==> config.mk <==
export PLATFORM = sky130hd
export DESIGN_NAME = fft_seq_ctrl
export DESIGN_NICKNAME = d
export VERILOG_FILES = /design/src/rtl/fft_pkg.sv /design/src/rtl/fft_sel_decode.sv /design/src/rtl/fft_seq_ctrl.sv
export SDC_FILE = /design/constraint.sdc
export NUM_CORES = 1
export LEC_CHECK = 0
export ABC_AREA = 1
export CORE_MARGIN = 1.5
export CORE_UTILIZATION = 35
export CTS_CLUSTER_SIZE = 25
export DETAILED_ROUTE_END_ITERATION = 8
export GPL_TIMING_DRIVEN = 0
export PLACE_DENSITY = 0.61
export REMOVE_ABC_BUFFERS = 1
export SETUP_SLACK_MARGIN = 0.1
export SLEW_MARGIN = 30
export SYNTH_ARGS = -nofsm -noshare
export SYNTH_HDL_FRONTEND = slang
export SYNTH_SLANG_ARGS = --single-unit
==> constraint.sdc <==
create_clock -name clk -period 3.3 [get_ports clk]
set_input_delay 0.825 -clock clk [delete_from_list [all_inputs] [get_ports clk]]
set_output_delay 0.825 -clock clk [all_outputs]
set_load 0.02 [all_outputs]
==> src/rtl/fft_pkg.sv <==
// Shared types and constants for the FFT frame sequencer and its select decoder.
package fft_pkg;

    localparam int SW = 4;

    typedef enum logic [2:0] {
        IDLE,
        LOAD,
        COMPUTE,
        GAP,
        UNLOAD
    } state_t;

    localparam logic [1:0] M1_SPAN4  = 2'd0;
    localparam logic [1:0] M1_SPAN2  = 2'd1;
    localparam logic [1:0] M1_SPAN1  = 2'd2;
    localparam logic [1:0] M1_BYPASS = 2'd3;

    // The last two stages have butterfly spans of 2 and 1; all earlier stages span >= 4.
    function automatic logic [1:0] m1_for_stage(input logic [SW-1:0] stage, input int numstages);
        if (int'(stage) < numstages - 2) begin
            return M1_SPAN4;
        end else if (int'(stage) == numstages - 2) begin
            return M1_SPAN2;
        end else begin
            return M1_SPAN1;
        end
    endfunction

endpackage

==> src/rtl/fft_sel_decode.sv <==
// Combinational decode of datapath mux selects and twiddle base address from the
// sequencer's registered state, stage number and quad counter.
module fft_sel_decode
    import fft_pkg::*;
#(
    parameter int NUMSTAGES = 8
) (
    input  state_t                 state,
    input  logic [SW-1:0]          stage_num,
    input  logic [NUMSTAGES-3:0]   counter,
    output logic                   m0_s,
    output logic [1:0]             m1_s,
    output logic                   m2_s,
    output logic                   m3_s,
    output logic [NUMSTAGES-2:0]   tw_addr
);

    localparam int TW = NUMSTAGES - 1;

    // Shifting inside a TW-bit vector makes the address wrap modulo N/2 for free.
    logic [TW-1:0] tw_base;
    assign tw_base = {counter, 1'b0};

    always_comb begin
        m0_s    = 1'b0;
        m1_s    = M1_BYPASS;
        m2_s    = 1'b0;
        m3_s    = 1'b0;
        tw_addr = '0;
        case (state)
            LOAD: begin
                m0_s = 1'b1;
            end
            COMPUTE, GAP: begin
                m1_s    = m1_for_stage(stage_num, NUMSTAGES);
                m2_s    = ~stage_num[0];
                tw_addr = tw_base << stage_num;
            end
            UNLOAD: begin
                m3_s = 1'b1;
                m2_s = ~stage_num[0];
            end
            default: begin
            end
        endcase
    end

endmodule

==> src/rtl/fft_seq_ctrl.sv <==
// Frame sequencer for an N-point radix-2 FFT core: LOAD, NUMSTAGES compute passes
// separated by pipeline-drain gaps, then UNLOAD.
module fft_seq_ctrl
    import fft_pkg::*;
#(
    parameter int NUMSTAGES = 8,
    parameter int PIPE_LAT  = 3
) (
    input  logic                  clk,
    input  logic                  rst,
    input  logic                  start,
    input  logic                  inv,
    input  logic                  in_valid,
    output logic                  in_ready,
    output logic                  out_valid,
    input  logic                  out_ready,
    output logic [NUMSTAGES-3:0]  counter_r,
    output logic [SW-1:0]         stage_num_r,
    output logic                  m0_s,
    output logic [1:0]            m1_s,
    output logic                  m2_s,
    output logic                  m3_s,
    output logic [NUMSTAGES-2:0]  tw_addr,
    output logic                  tw_conj,
    output logic                  busy,
    output logic                  done
);

    localparam int GW = (PIPE_LAT > 1) ? $clog2(PIPE_LAT) : 1;
    localparam logic [GW-1:0] GAP_LAST   = GW'((PIPE_LAT > 0) ? PIPE_LAT - 1 : 0);
    localparam logic [SW-1:0] LAST_STAGE = SW'(NUMSTAGES - 1);

    state_t        state_reg;
    logic [GW-1:0] gap_cnt_reg;
    logic          inv_reg;
    logic          done_reg;
    logic          counter_max;

    assign counter_max = &counter_r;

    always_ff @(posedge clk) begin
        if (rst) begin
            state_reg   <= IDLE;
            counter_r   <= '0;
            stage_num_r <= '0;
            gap_cnt_reg <= '0;
            inv_reg     <= 1'b0;
            done_reg    <= 1'b0;
        end else begin
            done_reg <= 1'b0;
            case (state_reg)
                IDLE: begin
                    if (start) begin
                        state_reg   <= LOAD;
                        inv_reg     <= inv;
                        counter_r   <= '0;
                        stage_num_r <= '0;
                    end
                end
                LOAD: begin
                    if (in_valid) begin
                        counter_r <= counter_r + 1'b1;
                        if (counter_max) begin
                            stage_num_r <= '0;
                            state_reg   <= COMPUTE;
                        end
                    end
                end
                COMPUTE: begin
                    counter_r <= counter_r + 1'b1;
                    if (counter_max) begin
                        if (PIPE_LAT != 0) begin
                            state_reg   <= GAP;
                            gap_cnt_reg <= '0;
                        end else if (stage_num_r == LAST_STAGE) begin
                            state_reg <= UNLOAD;
                        end else begin
                            stage_num_r <= stage_num_r + 1'b1;
                        end
                    end
                end
                GAP: begin
                    // Stage number stays put through the gap so the selects hold steady.
                    if (gap_cnt_reg == GAP_LAST) begin
                        gap_cnt_reg <= '0;
                        if (stage_num_r == LAST_STAGE) begin
                            state_reg <= UNLOAD;
                        end else begin
                            stage_num_r <= stage_num_r + 1'b1;
                            state_reg   <= COMPUTE;
                        end
                    end else begin
                        gap_cnt_reg <= gap_cnt_reg + 1'b1;
                    end
                end
                UNLOAD: begin
                    if (out_ready) begin
                        counter_r <= counter_r + 1'b1;
                        if (counter_max) begin
                            done_reg  <= 1'b1;
                            state_reg <= IDLE;
                        end
                    end
                end
                default: begin
                    state_reg <= IDLE;
                end
            endcase
        end
    end

    assign in_ready  = (state_reg == LOAD);
    assign out_valid = (state_reg == UNLOAD);
    assign busy      = (state_reg != IDLE);
    assign done      = done_reg;
    assign tw_conj   = inv_reg;

    fft_sel_decode #(
        .NUMSTAGES (NUMSTAGES)
    ) u_sel_decode (
        .state     (state_reg),
        .stage_num (stage_num_r),
        .counter   (counter_r),
        .m0_s      (m0_s),
        .m1_s      (m1_s),
        .m2_s      (m2_s),
        .m3_s      (m3_s),
        .tw_addr   (tw_addr)
    );

endmodule
==> impl_results.md, run 1 <==
* Hpwl dp at around 2200 um
* Initial DRT Pass Iterations at 4
* Setup TNS at 0 ns
* Max-Cap Viols at 0
* First-pass GRT wire length at slightly below 5000 um
* Reg2Reg Setup Slack at 1.64 ns
* Worst EP required at 2.47 ns
* Die area at 3875 um^2
* Root Buffer: clkbuf_4
* Status: finished, final reports clean
* Worst setup EP type: output pin
* Final Power at 1077 uW
* Tcrit/Tclk final at 89.94%
* Count leader, synth: nand2_1
* Cell Pwr Density at 683.4 nW/um^2
* Static Leak at 0.0006768 uW
* Worst setup endpoint: tw_addr[4]
* Largest net degree at the start of global routing at 18
* Worst-Skew Late Latency at 0.29 ns
* H-tree depth at 1
* Placer Congestion at 0.7918
* Final Util at 46.88%
* CP Launch Type: register
* # rows at 21
* Unrepaired setup endpoints after global routing: false
* Antenna violations before repair at 0
* Grt total ovfl at 0
* Placed cell areas at 1544 um^2
* Synth warn at 0
* Layout area overhead at 28.31%
* Port buffer count at 31
* Final Non-Filler Cells at 277
* Num ports at 33
* Initial DRC Count at between 70 and 80
* Diode count at 0
* Synth cell types at 25
* Cell count after synthesis at ~200
* Mapped Area at 1229 um^2
* Initial Utilization at 36.53%
* Minimum clock period at 2.968 ns
* Crit Reg-Reg Endpoint: counter_r[3]
* CTS Sinks at 17
* Post-synth top area share at 27.70%
* Worst setup path start: state_reg[2]
* Wire length per cell at ~10 um
* CP max FO at 9
* Most frequent cells after synthesis: 46 x nand2_1, 37 x nor2_1, 27 x inv_1
* Slowest stage delay, CP at about 0.62 ns
* Main synth FF type: dfxtp_1
* CTS tree: yes
* Placed cells at 273
* Fin nets at ~240
* CORE AREA at approximately 3400 um^2
* Post-route ant nets at 0
* Setup-failing EPs final at 0
* Synth area leaders: dfxtp_1 28%, nand2_1 14%, nor2_1 11%
* Peak supply drop at 0.0002814 V
* Crit path DAT at approximately 2.1 ns
* Max reg flops at 6
* Post-synth EDFFs at 0
* Slowest-stage cell, CP: clkdlybuf4s50_1
* Hold Crit Class: reg2reg
* CTS max path bufs at 2
* Syn_area_per_cell at 6.023 um^2
* Post-synth ARST share at 0%
* Seq cells post-synth at 17
* Vias per inst at 4.635
* Setup Fix Bufs, Post-CTS at 0
* TritonCTS Buffers at 3
* Final Hold Viols at 0
* Clock-pin slew on the worst setup and hold paths at 0.11 ns
* Total track usage at 15.29%
* Fmax at 0.3369 GHz
* Slew Limit Fails at 0
* Die width at 62.25 um
* Remaining DRCs at 0
* Post-route cell area at 1577 um^2
* DRT Wirelength at 2854 um
* Die height at about 62 um
* Share of cells above drive strength 1 at 7.359%
* Clock skew after layout at 0.007077 ns
* Sequential share of the synthesized area at 27.70%
* CP Cell Sequence: nor2_2 -> nand2_1 -> nor2_1 -> o21ai_0 -> a21oi_1 -> clkdlybuf4s50_1
* Vias in the first global route at about 1.1k
* Synth area leader: dfxtp_1
* Hold Buf Count CTS at 0
* Worst setup path category: reg2out
* Reg2Reg Depth at 7
* Vias at 1284
* FF-to-FF Start: state_reg[2]
per-layer routing:
metal  global-route usage (%)  part of all wire, %  vias to the layer above
met5                        0                    0                        -
met4                    5.833                 0.74                        0
met3                    1.812                  2.8                        2
met2                    25.14                   43                       21
met1                    20.54                   53                      560
li1                         -                    -                      701
cells in the final DEF, fill, tap and decap left out, drive strengths merged:
master         Yosys  routed
ha                 3       3
inv               28      28
nor2              41      41
nand4              2       2
dfxtp             17      17
o31a               1       1
or2                1       1
o211ai             1       1
nand2             49      49
conb               1       1
clkbuf             0       3
a21oi             14      14
o21ai             15      15
nor3b              2       2
a211oi             1       1
o31ai              1       1
clkdlybuf4s50      0      31
nand3             18      18
a31oi              1       1
clkinv             0       1
repair_timing:
action | 4_1_cts | 5_1_grt
endpoints found under the hold margin | 0 | 0
gates resized for setup | 0 | 3
setup endpoints to repair | 0 | 5
critical path: cells and delay by family (launching register included):
family / cells / cell delay (ns)
AO/OA/AOI/OAI: 2 / 0.25
flip-flops: 1 / 0.44
buffers and inverters: 1 / 0.62
AND/OR/NAND/NOR: 3 / 0.53
cell families after synthesis:
group           after synthesis  synth area share (%)
simple gates                113                 41.24
compound gates               34                 14.87
buf+inv                      36                 12.83
flops                        17                 27.70
fa+ha+maj                     3                 3.055
other cells                   1                0.3052
stage by stage:
stage          worst slack (ns)  hold WS (ns)
2_1_floorplan            0.7851        0.4902
3_3_place_gp             0.4935        0.4393
3_5_place_dp             0.4783        0.4484
4_1_cts                  0.1290        0.4652
5_1_grt                  0.1470        0.4893
6_report                 0.3320        0.4549
cell type report:
class	instances	area (um^2)
fillers	399	1787
multi-input cells	151	733.2
flip-flops and latches	17	342.8
repair buffers	31	310.3
inverters	28	105.1
well taps	46	57.56
clock buffers	3	22.52
clock inverters	1	5.005
power by group:
part	internal, uW	switching [uW]	total, uW
logic	252	401	653
clock network	45.1	70.4	115
registers	242	67.1	309
total	539	539	1080
worst min path at each step:
| stage | from | slack, ns | endpoint | depth (start not counted) |
|---|---|---|---|---|
| final | tw_conj | 0.45 | tw_conj | 2 |
| after global routing | tw_conj | 0.49 | tw_conj | 2 |
| after CTS | tw_conj | 0.47 | tw_conj | 2 |
| after detailed placement | tw_conj | 0.45 | tw_conj | 2 |
| after global placement | tw_conj | 0.44 | tw_conj | 2 |
| after floorplan | gap_cnt_reg[1] | 0.49 | gap_cnt_reg[0] | 3 |
(Power assumes the default switching activity.)
==> inputs of run 2 (changes only) <==
--- a/config.mk
+++ b/config.mk
@@ -12,6 +12,7 @@
 export DETAILED_ROUTE_END_ITERATION = 8
 export GPL_TIMING_DRIVEN = 0
 export PLACE_DENSITY = 0.61
+export RECOVER_POWER = 100
 export REMOVE_ABC_BUFFERS = 1
 export SETUP_SLACK_MARGIN = 0.1
 export SLEW_MARGIN = 30
==> run 2 against run 1 <==
Net effect: sequential power hardly changed; global-route usage stayed put; highest routed layer unchanged; non-clock buffer count stayed put; critical endpoint unchanged; critical path depth stayed put; count of clock-buffer cells in the layout stayed put; critical path type unchanged; die area stayed put; clock power hardly changed; largest cell class unchanged.
==> impl_results.md, run 2 (same netlist as run 1, synthesis figures left out) <==
* Setup TNS at 0 ns (unchanged)
* Comb power frac at 59.1% (was 60.6%)
* Worst Min Path Start: tw_conj (unchanged)
* Num ports at 33 (unchanged)
* Minimum clock period at 3.042 ns (was 2.968 ns)
* Clock-pin slew on the worst setup and hold paths at 0.11 ns (about the same)
* Port buffer count at 31 (unchanged)
* H-tree depth at 1 (unchanged)
* Vias at 1289 (was 1284)
* Grt total ovfl at 0 (unchanged)
* Sw Ratio at 50.83% (was 50.00%)
* Placed cell areas at 1544 um^2 (unchanged)
* Post-route cell area at 1564 um^2 (was 1577 um^2)
* Placed cells at 273 (unchanged)
* Initial DRT Pass Iterations at 4 (unchanged)
* CP max FO at 9 (unchanged)
* Max reg flops at 6 (unchanged)
* CP Launch Type: register (unchanged)
* CORE AREA at 3363 um^2 (unchanged)
* Peak supply drop at 0.0002617 V (was 0.0002814 V)
* Worst-Skew Late Latency at 0.29 ns (about the same)
* Final Power at 1039 uW (was 1077 uW)
* Static Leak at 0.0007376 uW (was 0.0006768 uW)
* Max-Cap Viols at 0 (unchanged)
* Final Util at 46.50% (was 46.88%)
* FF-to-FF Start: state_reg[2] (unchanged)
* Post-route ant nets at 0 (unchanged)
* Fillcell total at 402 (was 399)
* Die height at 62.25 um (unchanged)
* Hpwl dp at 2225 um (unchanged)
* Slew Limit Fails at 0 (unchanged)
* Worst setup path start: state_reg[2] (unchanged)
* Final Hold Viols at 0 (unchanged)
* Antenna violations before repair at 0 (unchanged)
* Placer Congestion at 0.7918 (unchanged)
* Cell Pwr Density at 664.1 nW/um^2 (was 683.4 nW/um^2)
* Worst setup EP type: output pin (unchanged)
* Worst-Margin Slew at 0.6532 ns
* Crit path DAT at 2.22 ns (was 2.14 ns)
* First-pass GRT wire length at 4878 um (unchanged)
* Setup Fix Bufs, Post-CTS at 0 (unchanged)
* Worst setup path category: reg2out (unchanged)
* Fin nets at 241 (unchanged)
* Worst EP required at 2.47 ns (about the same)
* Tcrit/Tclk final at 92.18% (was 89.94%)
* Remaining DRCs at 0 (unchanged)
* Max-slew headroom at 56.29%
* TritonCTS Buffers at 3 (unchanged)
* Clock share of power at 11.1% (was 10.7%)
* Slowest-stage cell, CP: dlygate4sd3_1 (was clkdlybuf4s50_1)
* Int Power at 510.7 uW (was 538.7 uW)
* Vias in the first global route at 1126 (unchanged)
* CTS max path bufs at 2 (unchanged)
* CP Cell Sequence: nor2_2 -> nand2_1 -> nor2_1 -> o21ai_0 -> a21oi_1 -> dlygate4sd3_1 (was nor2_2 -> nand2_1 -> nor2_1 -> o21ai_0 -> a21oi_1 -> clkdlybuf4s50_1)
* Fmax at 0.3287 GHz (was 0.3369 GHz)
* P_sw at 527.9 uW (was 538.7 uW)
* Root Buffer: clkbuf_4 (unchanged)
* Die area at 3875 um^2 (unchanged)
* DRT Wirelength at 2859 um (was 2854 um)
* Most frequent cells in the layout: 48 x nand2_1, 37 x nor2_1, 27 x inv_1 (was 46 x nand2_1, 36 x nor2_1, 31 x clkdlybuf4s50_1)
* Final Non-Filler Cells at 277 (unchanged)
* Clock skew after layout at 0.007369 ns (was 0.007077 ns)
* Setup-failing EPs final at 0 (unchanged)
* Total track usage at 15.29% (unchanged)
* Slowest stage delay, CP at 0.69 ns (was 0.62 ns)
* Initial Utilization at 36.53% (unchanged)
* Unrepaired setup endpoints after global routing: false (unchanged)
* CP Buf/Inv Count at 1 (unchanged)
* Most common cell after layout, fill and taps aside: nand2_1 (unchanged)
* Flop pwr share at 29.8% (was 28.7%)
* Status: finished, final reports clean (unchanged)
* Share of cells above drive strength 1 at 6.061% (was 7.359%)
* Wire length per cell at 10.32 um (was 10.30 um)
* Die width at 62.25 um (unchanged)
* Layout area overhead at 27.29% (was 28.31%)
* Initial DRC Count at 54 (was 79)
* Largest net degree at the start of global routing at 18 (unchanged)
* Vias per inst at 4.653 (was 4.635)
* CTS Sinks at 17 (unchanged)
* Top Family by Delay on Critical Path: buffers and inverters (unchanged)
* CTS tree: yes (unchanged)
* Hold Crit Class: reg2reg (unchanged)
* Diode count at 0 (unchanged)
* # rows at 21 (unchanged)
-- run 2: changes by cell type in the layout (fill, tap and decap cells not counted), sizes merged --
| cell | previous run | this run |
|---|---|---|
| clkdlybuf4s50 | 31 | 5 |
| dlygate4sd3 | 0 | 26 |
-- run 2: layer usage --
layer	global-route usage (%)	vias up	part of all wire [%]
li1	-	700	-
met1	20.54	562	53
met2	25.14	25	43
met3	1.812	2	3.0
met4	5.833	0	0.73
met5	0	-	0
-- run 2: through the flow --
step                hold slack, ns  worst slack [ns]
global placement            0.4393            0.4935
detailed placement          0.4484            0.4783
finish                      0.4515            0.2581
CTS                         0.4652            0.1290
floorplan                   0.4902            0.7851
global route                0.4864            0.1031
-- run 2: worst paths after layout --
check / to / slack (ns) / cells past startpoint
min: tw_conj / 0.45 / 2
max: tw_addr[4] / 0.26 / 6
max reg2reg: counter_r[3] / 1.21 / 7
min reg2reg: tw_conj / 0.45 / 2
-- run 2: power by group through the flow --
stage | sequential [uW] | clock (uW) | combinational (uW)
after floorplan | 320 | 0 | 432
after global placement | 312 | 0 | 652
after detailed placement | 312 | 0 | 653
after CTS | 307 | 126 | 655
after global routing | 320 | 130 | 691
final | 309 | 116 | 614
-- run 2: timing repair --
item                                    CTS  global route
endpoints found under the setup margin    0             5
hold buffers                              0             0
resized for setup                         0             3
-- run 2: worst register-to-register path, cell delays in order (launching register included) --
cell and delay [ns]:
dfxtp_1 0.60, inv_1 0.18, nand3_1 0.12, nand2_1 0.08, nor2_1 0.51, nand2_1 0.26, a21oi_1 0.18, nor2_1 0.06
-- run 2: area by class of cell --
cell class,instances,area (um^2),area share [%]
clock buffer,3,22.52,1.440
clock inverter,1,5.005,0.3200
inverter,28,105.1,6.720
multi-input combinational,151,720.7,46.08
sequential,17,342.8,21.92
tap,46,57.56,3.680
timing repair buffer,31,310.3,19.84
